**src/rtl/cam_capture_pkg.sv**
```systemverilog
// Shared frame geometry, FSM encoding and RGB565->RGB444 slicing for the camera capture front-end.
package cam_capture_pkg;

    localparam int N_ROWS   = 120;
    localparam int M_COLS   = 160;
    localparam int AW       = 15;
    localparam int DW       = 12;
    localparam int IMG_SIZE = N_ROWS * M_COLS;
    localparam int COL_W    = 8;
    localparam int ROW_W    = 7;

    localparam logic [COL_W-1:0] COL_LIM = 8'(M_COLS);
    localparam logic [ROW_W-1:0] ROW_LIM = 7'(N_ROWS);
    localparam logic [AW-1:0]    LINE_STEP = 15'(M_COLS);

    // RGB565 bit positions inside the two camera bytes
    localparam int R_HI   = 7;
    localparam int R_LO   = 4;
    localparam int G1_HI  = 2;
    localparam int G1_LO  = 0;
    localparam int G2_BIT = 7;
    localparam int B_HI   = 4;
    localparam int B_LO   = 1;

    typedef enum logic [1:0] {
        ST_IDLE    = 2'd0,
        ST_WAIT_VS = 2'd1,
        ST_CAPTURE = 2'd2,
        ST_DONE    = 2'd3
    } state_t;

    function automatic logic [DW-1:0] rgb565_to_444(input logic [7:0] byte1, input logic [7:0] byte2);
        return {byte1[R_HI:R_LO], byte1[G1_HI:G1_LO], byte2[G2_BIT], byte2[B_HI:B_LO]};
    endfunction

endpackage

```
**src/rtl/cam_edge_det.sv**
```systemverilog
// Registered previous-value edge detector; rise/fall reflect the value sampled at this clock edge.
module cam_edge_det (
    input  logic i_clk,
    input  logic i_rst_n,
    input  logic i_sig,
    output logic o_rise,
    output logic o_fall
);

    logic r_prev;

    // previous-sample register
    always_ff @(posedge i_clk or negedge i_rst_n) begin
        if (!i_rst_n) begin
            r_prev <= 1'b0;
        end else begin
            r_prev <= i_sig;
        end
    end

    assign o_rise = i_sig & ~r_prev;
    assign o_fall = ~i_sig & r_prev;

endmodule

```
**src/rtl/cam_capture.sv**
```systemverilog
// Captures one RGB565 camera frame per request into the frame buffer as RGB444, then holds done.
module cam_capture
    import cam_capture_pkg::*;
(
    input  logic          clk,
    input  logic          rst,
    input  logic          init_capture,
    input  logic          cam_vsync,
    input  logic          cam_href,
    input  logic [7:0]    cam_data,
    output logic [AW-1:0] mem_addr,
    output logic [DW-1:0] mem_data,
    output logic          mem_we,
    output logic          done,
    output logic          frame_err
);

    state_t r_state;
    state_t w_state_next;

    logic w_vs_rise, w_vs_fall, w_hr_rise, w_hr_fall;

    logic             r_phase;
    logic [7:0]       r_byte1;
    logic [COL_W-1:0] r_col;
    logic [ROW_W-1:0] r_row;
    logic [AW-1:0]    r_line_base;
    logic             r_err;

    logic [AW-1:0] r_mem_addr;
    logic [DW-1:0] r_mem_data;
    logic          r_mem_we;
    logic          r_done;
    logic          r_frame_err;

    logic             w_done_next;
    logic             w_start;
    logic             w_in_capture;
    logic             w_phase_cur;
    logic             w_pix_write;
    logic             w_pix_over;
    logic             w_line_end;
    logic             w_extra_line;
    logic             w_line_bad;
    logic             w_err_after;
    logic [ROW_W-1:0] w_row_after;

    cam_edge_det u_vs_edge (
        .i_clk   (clk),
        .i_rst_n (rst),
        .i_sig   (cam_vsync),
        .o_rise  (w_vs_rise),
        .o_fall  (w_vs_fall)
    );

    cam_edge_det u_hr_edge (
        .i_clk   (clk),
        .i_rst_n (rst),
        .i_sig   (cam_href),
        .o_rise  (w_hr_rise),
        .o_fall  (w_hr_fall)
    );

    // FSM state register
    always_ff @(posedge clk or negedge rst) begin
        if (!rst) begin
            r_state <= ST_IDLE;
        end else begin
            r_state <= w_state_next;
        end
    end

    // FSM next-state logic; dropping init_capture aborts any pending capture
    always_comb begin
        w_state_next = r_state;
        case (r_state)
            ST_IDLE: begin
                if (init_capture) w_state_next = ST_WAIT_VS;
                else              w_state_next = ST_IDLE;
            end
            ST_WAIT_VS: begin
                if (!init_capture)  w_state_next = ST_IDLE;
                else if (w_vs_fall) w_state_next = ST_CAPTURE;
                else                w_state_next = ST_WAIT_VS;
            end
            ST_CAPTURE: begin
                if (!init_capture)  w_state_next = ST_IDLE;
                else if (w_vs_rise) w_state_next = ST_DONE;
                else                w_state_next = ST_CAPTURE;
            end
            ST_DONE: begin
                if (!init_capture) w_state_next = ST_IDLE;
                else               w_state_next = ST_DONE;
            end
            default: w_state_next = ST_IDLE;
        endcase
    end

    // FSM output decode, registered below so done tracks the state it belongs to
    always_comb begin
        w_done_next = 1'b0;
        if (w_state_next == ST_DONE) w_done_next = 1'b1;
        else                         w_done_next = 1'b0;
    end

    // Line/pixel bookkeeping; a rising href realigns the byte pairing to the line start
    always_comb begin
        w_start      = (r_state == ST_WAIT_VS) && (w_state_next == ST_CAPTURE);
        w_in_capture = (r_state == ST_CAPTURE);
        w_phase_cur  = w_hr_rise ? 1'b0 : r_phase;
        w_pix_write  = w_in_capture && cam_href && w_phase_cur && (r_col < COL_LIM) && (r_row < ROW_LIM);
        w_pix_over   = w_in_capture && cam_href && w_phase_cur && (r_col == COL_LIM) && (r_row < ROW_LIM);
        w_line_end   = w_in_capture && w_hr_fall && (r_row < ROW_LIM);
        w_extra_line = w_in_capture && w_hr_fall && (r_row >= ROW_LIM);
        w_line_bad   = (r_col != COL_LIM) || r_phase;
        w_row_after  = w_line_end ? (r_row + 7'd1) : r_row;
        w_err_after  = r_err | (w_line_end & w_line_bad) | w_extra_line | w_pix_over;
    end

    // Capture datapath: counters, byte latch and sticky error
    always_ff @(posedge clk or negedge rst) begin
        if (!rst) begin
            r_phase     <= 1'b0;
            r_byte1     <= 8'd0;
            r_col       <= 8'd0;
            r_row       <= 7'd0;
            r_line_base <= 15'd0;
            r_err       <= 1'b0;
            r_frame_err <= 1'b0;
        end else if (w_start) begin
            r_phase     <= 1'b0;
            r_col       <= 8'd0;
            r_row       <= 7'd0;
            r_line_base <= 15'd0;
            r_err       <= 1'b0;
            r_frame_err <= 1'b0;
        end else if (w_in_capture) begin
            r_err <= w_err_after;
            if (w_line_end) begin
                r_row       <= r_row + 7'd1;
                r_line_base <= r_line_base + LINE_STEP;
                r_col       <= 8'd0;
                r_phase     <= 1'b0;
            end else if (cam_href) begin
                r_phase <= ~w_phase_cur;
                if (!w_phase_cur) begin
                    r_byte1 <= cam_data;
                end else if (w_pix_write) begin
                    r_col <= r_col + 8'd1;
                end
            end
            // a line ending on the same edge is already folded into w_err_after/w_row_after
            if (w_vs_rise) begin
                r_frame_err <= w_err_after | (w_row_after != ROW_LIM);
            end
        end
    end

    // Frame-buffer write port and done level
    always_ff @(posedge clk or negedge rst) begin
        if (!rst) begin
            r_mem_addr <= 15'd0;
            r_mem_data <= 12'd0;
            r_mem_we   <= 1'b0;
            r_done     <= 1'b0;
        end else begin
            r_mem_we <= w_pix_write;
            r_done   <= w_done_next;
            if (w_pix_write) begin
                r_mem_addr <= r_line_base + {7'd0, r_col};
                r_mem_data <= rgb565_to_444(r_byte1, cam_data);
            end
        end
    end

    assign mem_addr  = r_mem_addr;
    assign mem_data  = r_mem_data;
    assign mem_we    = r_mem_we;
    assign done      = r_done;
    assign frame_err = r_frame_err;

endmodule
```
**config.mk**
```make
export PLATFORM = sky130hd
export DESIGN_NAME = cam_capture
export DESIGN_NICKNAME = d
export VERILOG_FILES = /design/src/rtl/cam_capture_pkg.sv /design/src/rtl/cam_edge_det.sv /design/src/rtl/cam_capture.sv
export SDC_FILE = /design/constraint.sdc
export NUM_CORES = 1
export LEC_CHECK = 0
export CAP_MARGIN = 5
export CORE_ASPECT_RATIO = 1.1
export CORE_MARGIN = 2
export CORE_UTILIZATION = 46
export CTS_CLUSTER_SIZE = 30
export DETAILED_ROUTE_END_ITERATION = 16
export DONT_BUFFER_PORTS = 1
export GPL_TIMING_DRIVEN = 1
export PLACE_DENSITY = 0.69
export SLEW_MARGIN = 10
export SYNTH_ARGS = -nofsm -noshare
export SYNTH_HDL_FRONTEND = slang
export SYNTH_SLANG_ARGS = --single-unit
```
**constraint.sdc**
```tcl
create_clock -name clk -period 2.8 [get_ports clk]
set_clock_uncertainty 0.15 [all_clocks]
set_input_delay 0.14 -clock clk [delete_from_list [all_inputs] [get_ports clk]]
set_output_delay 0.14 -clock clk [all_outputs]
set_load 0.02 [all_outputs]
```
* Yosys cells after proc, flatten, opt, wreduce, memory -nomap -nowiden
Cells that the tools add are included. W data, S select, Z words.
Operators by class: add/subtract/negate cells 4, $lt $le $gt $ge 3, equal/unequal tests 8, multiplexer cells 30, bitwise operators 16, reductions and logical operators 23
Operators by type and width (count):
- $mux W8 | 6
- $mux W15 | 3
- $mux W7 | 3
- $add A15 B8 Y15 | 1
- $add A15 B8 Y15 const B | 1
- $mux W1 | 13
- $logic_and A1 B1 Y1 | 10
- $reduce_bool A3 Y1 | 3
- $add A8 B1 Y8 const B | 1
- $eq A2 B2 Y1 const B | 4
- $eq A8 B8 Y1 const B | 1
- $lt A8 B8 Y1 const B | 1
- $mux W2 | 4
- $ne A8 B8 Y1 const B | 1
- $pmux W2 S4 | 1
- $add A7 B1 Y7 const B | 1
- $ge A7 B7 Y1 const B | 1
- $lt A7 B7 Y1 const B | 1
- $ne A7 B7 Y1 const B | 1
- $not A1 Y1 | 7
- $reduce_and A2 Y1 | 3
- $reduce_bool A2 Y1 | 3
- $and A1 B1 Y1 | 5
- $reduce_and A5 Y1 | 1
- 5 further kinds | 8
Storage, ports and cells: register bits after elaboration 74, input port bits 13, output and inout bits 30

* Logic depth before layout (Yosys ltp)
word-level depth 12, mapped depth 8, mapped depth without buffers 7

* Cells and area by module
A second synthesis with hierarchy kept.
Unflattened totals: cells, all modules 337, area total of the unflattened synthesis 3299.4 sq um
Modules (own cells, without submodules):
- cam_capture | times used 1, cells each 331, area an instance 3219.3 sq um, seq. area each 1651.6 sq um
- cam_edge_det | times used 2, cells each 3, area an instance 40.0 sq um, seq. area each 25.0 sq um

* Least setup slack after synthesis
No wires, ideal clock.
kind flip-flop to flip-flop, from reg r_state[0], to reg r_frame_err (netlist: frame_err), data arrival time 1.449 ns, data required time 2.511 ns, setup slack 1.063 ns, cell stages (with the launch flop) 7, buffers on the path 1, cells stage by stage dfrtp_1 -> and4bb_2 -> and2_1 -> clkbuf_1 -> nand3_1 -> xnor2_1 -> a41oi_1
On the way: word-level cells in the longest chain between the ends 11
RTL lines:
- start: declaration | line cam_capture.sv:18 | state_t r_state;
- start signal: assignment | line cam_capture.sv:69 | r_state <= w_state_next;
- $eq A2 B2 Y1 | line cam_capture.sv:76, cam_capture.sv:109
- $logic_and A1 B1 Y1 | line cam_capture.sv:113, cam_capture.sv:114
- $logic_and A1 B1 Y1 | line cam_capture.sv:113 | w_line_end = w_in_capture && w_hr_fall && (r_row < ROW_LIM);
- $and A1 B1 Y1 | line cam_capture.sv:117 | w_err_after = r_err | (w_line_end & w_line_bad) | w_extra_line | w_pix_over;
- $or A1 B1 Y1 (3 in a row) | line cam_capture.sv:117
- $or A1 B1 Y1 | line cam_capture.sv:154 | r_frame_err <= w_err_after | (w_row_after != ROW_LIM);
- $mux W1 | line cam_capture.sv:153 | if (w_vs_rise) begin
- $mux W1 | line cam_capture.sv:137 | end else if (w_in_capture) begin
- $mux W1 | line cam_capture.sv:130 | end else if (w_start) begin
- end signal: assignment | line cam_capture.sv:154
- end: declaration | line cam_capture.sv:34 | logic r_frame_err;
Parallel ways exist; a longest one is shown, timed or not. The select of a mux whose other input is x is not followed. A chain may end at the register's enable or synchronous reset.

* Worst setup path after layout
from reg r_row[3], to reg r_col[4]
On the way: word-level cells in the longest chain between the ends 5
RTL lines:
- start: declaration | line cam_capture.sv:26 | logic [ROW_W-1:0] r_row;
- start signal: assignment | line cam_capture.sv:140 | r_row <= r_row + 7'd1;
- $lt A7 B7 Y1 * | line cam_capture.sv:111, cam_capture.sv:113
- $logic_and A1 B1 Y1 | line cam_capture.sv:113
- $mux W8 | line cam_capture.sv:139 | if (w_line_end) begin
- $mux W8 | line cam_capture.sv:137
- $mux W8 | line cam_capture.sv:130
- end signal: assignment | line cam_capture.sv:149 | r_col <= r_col + 8'd1;
- end: declaration | line cam_capture.sv:25 | logic [COL_W-1:0] r_col;
Every way passes the cells marked *; elsewhere a longest branch is shown, timed or not. The select of a mux whose other input is x is not followed.

==> run_results.csv <==
group,metric,value,unit
cts,root_buffer,"clkbuf_8",
cts,h-tree-depth,3,
route,first_pass_iters,4,
finish,multiInputGateArea,0.00143,mm²
critical_path,cp_common_cell,"nand4_1",
power,power_frac_seq,50.7,%
critical_path,cp_cell_sequence,"nand4_1 -> and3_1 -> nand2_2 -> inv_2 -> nand4_1 -> xor2_1 -> nor2_1",
power,pwr-share-comb,9.2,%
floorplanning,die_w,83.7,µm
critical_path,cp_slowest_stage_delay,0.44,ns
job,cap_violations,0,
timing,report.final.slew_viol_count,0,
route,post-route-drc-count,0,
synthesis,synth_area,0.00322,mm²
synthesis,synth-async-reset-ratio,100,%
timing,fin_tns_setup,0,ns
outcome,status,"complete, no violations",
floorplanning,die_height,91.7,µm
timing,post-route-min-period,2.11,ns
synthesis,synth_warnings,0,
critical_path,slowest_stage,"dfrtp_1",
power,p_switching,645,µW
timing,max_freq,474,MHz
critical_path,r2r_start,"r_row[3]",
synthesis,avgSynthCellArea,9.90,µm²
cts,cts_tree,"built",
floorplanning,rows,31,
floorplanning,start_util,48.2,%
critical_path,startpoint,"r_row[3]",
place,hpwl,4320,µm
hold_path,hold_path.class,"in -> reg",
power,sw_frac_of_total,26.4,%
synthesis,synth.area.top_cells,"dfrtp_1, nand2_1, xnor2_1",
synthesis,synth_top_area_share,52.9,%
place,dp_cells,397,
cts,cts-resized-gates,0,
timing,hold_viol,0,
floorplanning,core_area,0.00667,mm²
power,p_per_area,668,mW/mm²
timing,setup_slack,0.688,ns
cts,clk_pin_slew,0.07,ns
cts,cts_buffer_depth,2,
power,p_int,1.79,mW
place,gp_congestion,0.818,
finish,final_core_util,54.8,%
critical_path,endpoint_kind,"register",
floorplanning,pin_count,43,
global_route,antenna_found_initial,0,
place,portBuffers,0,
critical_path,crit_cells,7,
critical_path,rr_endpoint,"r_col[4]",
timing,maxSlewHeadroom,64.7,%
critical_path,crit_type,"reg -> reg",
cts,insertion_delay,0.35,ns
timing,hold_ws,0.0122,ns
finish,fillers,574,
finish,seq_area,0.00170,mm²
global_route,grt_pass1_vias,2347,
route,vias,2274,
route,routed_via_density,5.34,
global_route,grt_max_degree,69,
finish,post-route-cell-area,0.00365,mm²
power,p_leak,1.70,nW
critical_path,critPathRequiredTime,2.88,ns
finish,syn_to_final_growth,13.6,%
power,power_frac_clock,40.1,%
synthesis,synthFlopType,"dfrtp_1",
finish,drive_gt1_share,9.88,%
critical_path,crit_fanout,33,
synthesis,yosysSeqAreaShare,52.9,%
critical_path,r2r_cells,7,
finish,layout_common_cells,"nand2_1, dfrtp_1, nor2_1",
route,drt-wirelength-per-cell,15.0,µm
critical_path,cp_top_family,"simple AND/OR/NAND/NOR gates",
global_route,grt_overflow_total,0,
cts,clock_sinks,68,
cts,postCtsHoldBufs,13,
cts,numCtsBuffers,9,
synthesis,synth_cell_types,43,
place,preCtsSetupSlack,0.707,ns
floorplanning,die_area,0.00768,mm²
finish,final_nets,361,
critical_path,cp.buffers_inverters,1,
timing,rsz0062_at_grt,"no",
timing,fin_crit_sh,75.4,%
route,drtIter0Drc,109,
synthesis,synth_area_leader_cell,"dfrtp_1",
hold_path,hp-start,"cam_href",
power,power.total,2.44,mW
finish,final_common_cell,"nand2_1",
timing,setup_viol,0,
power,irDropWorstVdd,0.422,mV
critical_path,cp.arrival,2.19,ns
critical_path,start_kind,"register",
critical_path,endpoint,"r_col[4]",
critical_path,reg2reg_slack,0.69,ns
synthesis,yosys_register_bits,68,
timing,tightest_slew,0.529,ns
finish,finalNonFillerCells,426,
global_route,grt_usage,18.2,%
synthesis,synth_edf_count,0,
place,place_area,0.00327,mm²
route,ant_nets,0,
route,totalWireLength,6380,µm
finish,antennaDiodeCount,0,
synthesis,synth_cells,325,
global_route,grt_pass1_wl,11100,µm
synthesis,syn_nets,347,
cts,cts_post_setup_buffers_inserted,0,
-- logic make-up (layout without fill, tap and decap cells) --
family | after synthesis | after routing | synth area share (%)
flops | 68 | 68 | 52.9
xor+xnor | 23 | 23 | 6.26
other cells | 1 | 1 | 0.117
buf+inv | 18 | 37 | 2.72
mux | 13 | 13 | 4.36
simple gates | 148 | 148 | 21.3
compound gates | 45 | 45 | 8.83
fa+ha+maj | 9 | 9 | 3.50
-- cell usage after synthesis (3+ instances only) --
cell      count
buf_2         4
nor3_1        6
nand3_1       9
or3_1         5
dfrtp_1      68
inv_1         6
xor2_1        8
and3_1        3
ha_1          9
o21ai_0      16
nand2_1      69
nor2_1       32
nand4_1       8
mux2_2        8
a31oi_1       3
mux2i_1       5
nor2b_1       3
clkbuf_1      4
a21oi_1      16
xnor2_1      15
-- power groups by stage --
stage / clock [mW] / combinational [mW] / sequential (mW)
final: 0.978 / 0.225 / 1.24
after global routing: 1.04 / 0.264 / 1.25
after CTS: 0.996 / 0.229 / 1.24
after detailed placement: 0 / 0.189 / 1.26
after global placement: 0 / 0.182 / 1.25
after floorplan: 0 / 0.172 / 1.22
-- flip-flops by register name (all words and copies together), names as in the netlist --
name,flops
r_phase,1
r_col,8
mem_addr,15
r_row,7
r_line_base,10
mem_we,1
r_err,1
mem_data,12
u_hr_edge.r_prev,1
r_byte1,7
r_state,2
frame_err,1
done,1
u_vs_edge.r_prev,1
-- worst min-delay path by stage --
stage / end / slack [ns] / depth (start not counted)
after global routing: frame_err / 0.03 / 3
after CTS: r_row[6] / 0.002 / 4
after detailed placement: mem_data[5] / -0.30 / 0
after floorplan: done / -0.31 / 0
after global placement: mem_data[5] / -0.30 / 0
final: r_row[6] / 0.01 / 4
-- routing by layer --
layer	part of all wire, %	global-route usage, %	vias to the layer above
li1	-	-	1126
met1	44	22.3	1088
met2	49	29.8	46
met3	4.7	4.50	14
met4	2.6	9.68	0
met5	0	0	-
-- final cells by class --
type                            instances  area share, %
Sequential cell                        68           46.6
Clock buffer                           10           3.49
Clock inverter                          6           3.08
Multi-Input combinational cell        239           39.1
Tap cell                               82           2.81
Timing Repair Buffer                   14           4.25
Inverter                                7          0.719
-- worst register-to-register path, cell delays in order (launching register included) --
cell and delay (ns):
dfrtp_1 0.44, nand4_1 0.25, and3_1 0.23, nand2_2 0.06
inv_2 0.40, nand4_1 0.22, xor2_1 0.19, nor2_1 0.05
(Power assumes the default switching activity.)
